### config.mk
export PLATFORM = sky130hd
export DESIGN_NAME = tdm_demux2
export DESIGN_NICKNAME = d
export VERILOG_FILES = /design/src/rtl/tdm_pkg.sv /design/src/rtl/sat_counter.sv /design/src/rtl/tdm_demux2.sv
export SDC_FILE = /design/constraint.sdc
export NUM_CORES = 1
export LEC_CHECK = 0
export CAP_MARGIN = 20
export CORE_ASPECT_RATIO = 1.4
export CORE_MARGIN = 8
export CORE_UTILIZATION = 40
export CTS_BUF_LIST = sky130_fd_sc_hd__clkbuf_8 sky130_fd_sc_hd__clkbuf_16
export DETAILED_ROUTE_END_ITERATION = 8
export DONT_BUFFER_PORTS = 1
export GPL_TIMING_DRIVEN = 0
export PLACE_DENSITY = 0.52
export SYNTH_ARGS = -nofsm -noshare
export SYNTH_HDL_FRONTEND = slang
export SYNTH_SLANG_ARGS = --single-unit
### constraint.sdc
create_clock -name CLK -period 2.7 [get_ports CLK]
set_input_delay 0.54 -clock CLK [delete_from_list [all_inputs] [get_ports CLK]]
set_output_delay 0.54 -clock CLK [all_outputs]
set_load 0.02 [all_outputs]
### src/rtl/tdm_pkg.sv
// Shared types and defaults for the two-channel TDM demultiplexer.
package tdm_pkg;

  typedef enum logic [1:0] {
    StHunt = 2'd0,
    StExpA = 2'd1,
    StExpB = 2'd2
  } tdm_state_e;

  localparam int unsigned DefErrW = 4;

endpackage

### src/rtl/sat_counter.sv
// Saturating up-counter; sticks at all-ones until reset.
module sat_counter
  import tdm_pkg::*;
#(
  parameter int unsigned ERR_W = DefErrW
) (
  input  logic             CLK,
  input  logic             RST,
  input  logic             INC,
  output logic [ERR_W-1:0] CNT
);

  logic [ERR_W-1:0] cnt_d, cnt_q;

  always_comb begin
    cnt_d = cnt_q;
    if (INC && (cnt_q != '1)) begin
      cnt_d = cnt_q + 1'b1;
    end
  end

  always_ff @(posedge CLK or posedge RST) begin
    if (RST) begin
      cnt_q <= '0;
    end else begin
      cnt_q <= cnt_d;
    end
  end

  assign CNT = cnt_q;

endmodule

### src/rtl/tdm_demux2.sv
// Two-channel TDM demultiplexer: FS marks the channel-A slot, words are routed to
// registered A/B holding outputs with per-channel valid pulses, lock tracking and error count.
module tdm_demux2
  import tdm_pkg::*;
#(
  parameter int unsigned W      = 8,
  parameter bit          REQ_FS = 1'b1,
  parameter int unsigned ERR_W  = DefErrW
) (
  input  logic             CLK,
  input  logic             RST,
  input  logic [W-1:0]     DIN,
  input  logic             DIN_VALID,
  input  logic             FS,
  output logic [W-1:0]     OUT_A,
  output logic [W-1:0]     OUT_B,
  output logic             VALID_A,
  output logic             VALID_B,
  output logic             PAIR_VALID,
  output logic             LOCKED,
  output logic             SYNC_ERR,
  output logic [ERR_W-1:0] ERR_CNT
);

  tdm_state_e state_d, state_q;

  logic [W-1:0] out_a_d, out_a_q;
  logic [W-1:0] out_b_d, out_b_q;
  logic         valid_a_d, valid_a_q;
  logic         valid_b_d, valid_b_q;
  logic         pair_valid_d, pair_valid_q;
  logic         locked_d, locked_q;
  logic         sync_err_d, sync_err_q;

  // State register plus the registered outputs
  always_ff @(posedge CLK or posedge RST) begin
    if (RST) begin
      state_q      <= StHunt;
      out_a_q      <= '0;
      out_b_q      <= '0;
      valid_a_q    <= 1'b0;
      valid_b_q    <= 1'b0;
      pair_valid_q <= 1'b0;
      locked_q     <= 1'b0;
      sync_err_q   <= 1'b0;
    end else begin
      state_q      <= state_d;
      out_a_q      <= out_a_d;
      out_b_q      <= out_b_d;
      valid_a_q    <= valid_a_d;
      valid_b_q    <= valid_b_d;
      pair_valid_q <= pair_valid_d;
      locked_q     <= locked_d;
      sync_err_q   <= sync_err_d;
    end
  end

  // Next-state logic
  always_comb begin
    state_d = state_q;
    if (DIN_VALID) begin
      unique case (state_q)
        StHunt: if (FS) state_d = StExpB;
        StExpB: if (!FS) state_d = StExpA;
        StExpA: begin
          if (FS || !REQ_FS) begin
            state_d = StExpB;
          end else begin
            state_d = StHunt;
          end
        end
        default: state_d = StHunt;
      endcase
    end
  end

  // Output / capture logic; pulses default low so idle cycles clear them
  always_comb begin
    out_a_d      = out_a_q;
    out_b_d      = out_b_q;
    valid_a_d    = 1'b0;
    valid_b_d    = 1'b0;
    pair_valid_d = 1'b0;
    locked_d     = locked_q;
    sync_err_d   = 1'b0;
    if (DIN_VALID) begin
      unique case (state_q)
        StHunt: begin
          if (FS) begin
            out_a_d   = DIN;
            valid_a_d = 1'b1;
            locked_d  = 1'b1;
          end
        end
        StExpB: begin
          if (FS) begin
            // Early frame: abandon the partial frame, restart it with this A word
            sync_err_d = 1'b1;
            out_a_d    = DIN;
            valid_a_d  = 1'b1;
          end else begin
            out_b_d      = DIN;
            valid_b_d    = 1'b1;
            pair_valid_d = 1'b1;
          end
        end
        StExpA: begin
          if (FS || !REQ_FS) begin
            out_a_d   = DIN;
            valid_a_d = 1'b1;
          end else begin
            sync_err_d = 1'b1;
            locked_d   = 1'b0;
          end
        end
        default: begin
          locked_d = 1'b0;
        end
      endcase
    end
  end

  sat_counter #(
    .ERR_W(ERR_W)
  ) u_err_cnt (
    .CLK(CLK),
    .RST(RST),
    .INC(sync_err_d),
    .CNT(ERR_CNT)
  );

  assign OUT_A      = out_a_q;
  assign OUT_B      = out_b_q;
  assign VALID_A    = valid_a_q;
  assign VALID_B    = valid_b_q;
  assign PAIR_VALID = pair_valid_q;
  assign LOCKED     = locked_q;
  assign SYNC_ERR   = sync_err_q;

endmodule
# Word level (Yosys, flattened, before mapping)
# Cells that the tools add are included.
[word_totals]
inputBits = 12
word_cells = 39
regBits = 26
[op_classes]
add_sub_neg = 1
eq_ne = 6
n_reduce_logical = 7
bitwise_logic = 2
muxes = 15
[ops]
columns = ["cell", "count"]
rows = [
  ["1-bit 2-to-1 mux", 9],
  ["3-bit AND reduction", 3],
  ["2-bit 2-to-1 mux", 3],
  ["2-bit != test (second input constant)", 3],
  ["2-bit one-hot mux with 3 select lines", 1],
  ["4-bit by 1-bit adder with 4-bit output (second input constant)", 1],
  ["4-bit != test (second input constant)", 1],
  ["4-bit AND reduction", 1],
  ["1-bit one-hot mux with 3 select lines", 1],
  ["3-bit OR reduction", 1],
  ["2-bit by 1-bit == test with 1-bit output (second input constant)", 1],
  ["2-bit == test (second input constant)", 1],
  ["2-bit logical NOT", 1],
  ["1-bit NOT", 2],
  ["1-bit one-hot mux with 2 select lines", 1],
  ["1-bit logical AND", 1],
]

# Depth between registers and ports, before layout
[depth]
depth_word = 4
mapped_depth = 4
mapped_depth_nobuf = 4

# By module
# A second synthesis with hierarchy kept.
[hier_totals]
cells_unflattened = 77
hier_area_um2 = 1106.1
[by_module_without_submodules]
columns = ["module", "area_per_inst_um2", "cells_each", "instances"]
rows = [
  ["tdm_demux2", 892.1, 56, 1],
  ["sat_counter", 214.0, 21, 1],
]

# Worst setup path after synthesis
# OpenSTA, ideal clock, no wires.
[synth_path]
path_kind = "input to register"
from = "input FS"
to = "register u_err_cnt.cnt_q[1] (netlist: u_err_cnt.CNT[1])"
setup_ns = 0.125
path_stages = 3
slack_ns = 1.183
arrival_ns = 1.392
cell_sequence = "and4bb_2 -> o21ai_0 -> mux2_2"
[synth_between]
elab_chain_len = 4
elab_cells_between_ends = 5
[synth_rtl]
columns = ["element", "line", "source"]
rows = [
  ["start, declared", "tdm_demux2.sv:14", "input logic FS,"],
  ["1-bit 2-to-1 mux (on tied branches)", "tdm_demux2.sv:108, tdm_demux2.sv:96", ""],
  ["1-bit one-hot mux with 2 select lines (*)", "tdm_demux2.sv:87", "unique case (state_q)"],
  ["1-bit 2-to-1 mux (*)", "tdm_demux2.sv:86", "if (DIN_VALID) begin"],
  ["1-bit logical AND (*)", "sat_counter.sv:17", "if (INC && (cnt_q != '1)) begin"],
  ["end signal, assigned", "sat_counter.sv:26", "cnt_q <= cnt_d;"],
  ["end, declared", "sat_counter.sv:13", "logic [ERR_W-1:0] cnt_d, cnt_q;"],
]
# Every way passes the cells marked *; elsewhere a longest branch is shown, timed or not.
# A chain may end at the register's enable or synchronous reset.

# Final worst setup path
[layout_path]
from = "register state_q[1]"
to = "register out_b_q[4] (netlist: OUT_B[4])"
[layout_between]
elab_chain_len = 2
[layout_rtl]
columns = ["element", "line", "source"]
rows = [
  ["start, declared", "tdm_demux2.sv:25", "tdm_state_e state_d, state_q;"],
  ["start signal, assigned", "tdm_demux2.sv:38", "state_q <= StHunt;"],
  ["start signal, assigned", "tdm_demux2.sv:47", "state_q <= state_d;"],
  ["2-bit == test", "tdm_demux2.sv:87", ""],
  ["3-bit AND reduction (no source line)", "--", ""],
  ["end signal, assigned", "tdm_demux2.sv:49", "out_b_q <= out_b_d;"],
  ["end, declared", "tdm_demux2.sv:28", "logic [W-1:0] out_b_d, out_b_q;"],
]
# Every way passes these cells.

==> impl_metrics.json <==
{
  "finalMaxSlewViolations": 0,
  "clock-sinks": 26,
  "synthMuxAreaShare": 0.193,
  "total_via_count_after_detailed_routing": 590,
  "overflow": 0,
  "syn-instance-count": 73,
  "synth.ff_latch_count": 26,
  "post_cts_resized": 0,
  "fp.dieW_microns": 59.3,
  "post_cts_buffers": 0,
  "drt-initial-drc-count": 11,
  "crit_arrival_ns": 1.79,
  "avgSynthCellArea_sq_um": 14.4,
  "tritoncts": "yes",
  "global_route.usage.total": 0.0976,
  "cts.htree.levels": 1,
  "max-cap-violations": 0,
  "remaining_drc_errors": 0,
  "setup-violations-final": 0,
  "effective_utilization_at_floorplan": 0.410,
  "seq_area_frac_synth": 0.621,
  "clock_buffer_count_from_cts": 3,
  "irDropWorstVdd_uv": 419,
  "worstSetupStartpointType": "flip-flop",
  "via_per_inst": 5.22,
  "finalSetupTns_ns": 0,
  "drt-pass1-iter-count": 2,
  "power_density_nw_per_um2": 904,
  "placement.io_buffers": 0,
  "worst_slew_margin_rel": 0.542,
  "ioPinCount": 37,
  "grt_setup_unrepaired": "no",
  "worst_hold_path_type": "in2async",
  "synthXorXnorAreaFrac": 0.00835,
  "gpl.final_weighted_congestion": 0.652,
  "fin_nets": 92,
  "design_power_total_mw": 1.05,
  "worst_slew_pin_slew_ns": 0.681,
  "fp.dieH_microns": 76.6,
  "critical_path.endpoint_type": "flip-flop",
  "worstSetupPathType": "reg2reg",
  "post_cts_hold_buffer_count": 0,
  "grt_first_pass_wirelength_microns": 3450,
  "synth.distinct_cells": 21,
  "grt_start_max_net_pins": 27,
  "syn_to_final_growth_pct": 10.9,
  "place_hpwl_microns": 1540,
  "drtAntennaViolNets": 0,
  "syn-num-nets": 86,
  "setup_ws_ns": 1.06,
  "core_area_sq_um": 2560,
  "antenna_found_initial": 0,
  "insertion_delay_ns": 0.26,
  "combinational_family_with_the_most_area_after_synthesis": "multiplexers",
  "path_max_fanout": 10,
  "synthesis.yosys.warnings": 0,
  "number_of_global_route_vias_before_repair": 654,
  "worst-endpoint-required_ns": 2.85,
  "run_status": "finished, final reports clean",
  "synthSimpleGateAreaFrac": 0.0764,
  "insertedDiodeCount": 0,
  "timing.reg2reg.setup_slack_ns": 1.06,
  "power.leakage_nw": 0.517,
  "clk_root_buffer_cell": "clkbuf_8",
  "final_period_demand_of_the_worst_path_ns": 1.64,
  "synth.cell_area_sq_um": 1050,
  "synth-compound-area-share": 0.0609,
  "totalWireLength_microns": 2010,
  "placement.setup.worst_slack_ns": 0.999,
  "report.final.hold_viol_count": 0,
  "wire_per_inst_microns": 17.8,
  "floorplan.die_area_sq_um": 4540,
  "setup_skew_ns": 0.00623,
  "rows": 22,
  "post_synth_fa_ha_maj_area_fraction": 0.0119,
  "max-clock-path-buffers": 2,
  "clk_pin_slew_ns": 0.08,
  "final.period_utilization": 0.606,
  "layout-drive-gt1-share": 0.390,
  "timing.fmax_ghz": 0.611
}
cells in the mapped netlist (all sizes together):
master  count  area, sq um
inv         6         22.5
nand3       1         5.00
and3        1         6.26
and4b       1         11.3
o21ai       6         30.0
a21oi       1         5.00
a21o        1         8.76
and4bb      1         12.5
xnor2       1         8.76
mux2       18          203
a22oi       1         7.51
o211ai      1         12.5
dfrtp      26          651
nor4        1         21.3
nand2b      1         6.26
buf         1         7.51
nor2        1         3.75
ha          1         12.5
nand2       2         7.51
or2         1         6.26
logic make-up (layout without fill, tap and decap cells):
group                    Yosys count  after routing
XOR/XNOR                           1              1
AO/OA/AOI/OAI                     10             10
AND/OR/NAND/NOR                   10             10
adder cells (fa/ha/maj)            1              1
multiplexers                      18             18
buffers and inverters              7             11
flip-flops                        26             26
cell usage in the layout (no fill, tap or decap), drive strengths merged:
master and n:
clkbuf 3, nor2 1, and3 1, inv 6, nand2 2, and4bb 1
nand2b 1, nand3 1, a21o 1, ha 1, dfrtp 26, o21ai 6
a22oi 1, or2 1, and4b 1, buf 2, mux2 18, a21oi 1
o211ai 1, xnor2 1, nor4 1
layer usage:
metal / up-vias / share of wire / global-route usage
li1: 263 / - / -
met1: 300 / 0.35 / 0.103
met2: 22 / 0.53 / 0.165
met3: 5 / 0.095 / 0.0338
met4: 0 / 0.018 / 0.0433
met5: - / 0 / 0
report_power, final:
part	total [mW]	internal, mW	switching (mW)
logic	0.160	0.0973	0.0626
clock network	0.210	0.0997	0.111
registers	0.681	0.482	0.199
cell type report:
class,instances,area (sq um)
Fill cell,241,1400
Sequential cell,26,651
Multi-Input combinational cell,40,368
Tap cell,36,45.0
Clock buffer,3,41.3
Timing Repair Buffer,1,27.5
Inverter,6,22.5
Buffer,1,7.51
sequential cells by signal, indices dropped and copies added (netlist names):
register,flops
LOCKED,1
u_err_cnt.CNT,4
OUT_A,8
OUT_B,8
PAIR_VALID,1
state_q,2
SYNC_ERR,1
VALID_A,1
path summary, 6_finish.rpt:
path                                   startpoint                            to  cells past startpoint
max in group asynchronous                     RST          OUT_B[2]$_DFFE_PP0P_                      2
hold / removal                                RST  u_err_cnt.CNT[3]$_DFFE_PP0P_                      1
hold reg to reg            state_q[1]$_DFFE_PP0P_            LOCKED$_DFFE_PP0P_                      3
setup reg to reg           state_q[1]$_DFFE_PP0P_          OUT_B[4]$_DFFE_PP0P_                      3
setup / recovery           state_q[1]$_DFFE_PP0P_          OUT_B[4]$_DFFE_PP0P_                      3
min in group CLK                        DIN_VALID        state_q[1]$_DFFE_PP0P_                      1
worst max-delay path, cell delays in order (launching register included):
cell	delay (ns)
dfrtp_1	0.38
inv_2	0.08
nor4_4	0.65
mux2_2	0.41
through the flow:
stage	instance area, sq um	instances	util	hold slack (ns)
after global placement	1090	109	0.427	0.580
final	1160	113	0.454	0.124
after global routing	1160	113	0.454	0.145
after detailed placement	1090	109	0.427	0.599
after floorplan	1050	73	-	0.551
after CTS	1130	112	0.443	0.365
(Power assumes the default switching activity.)
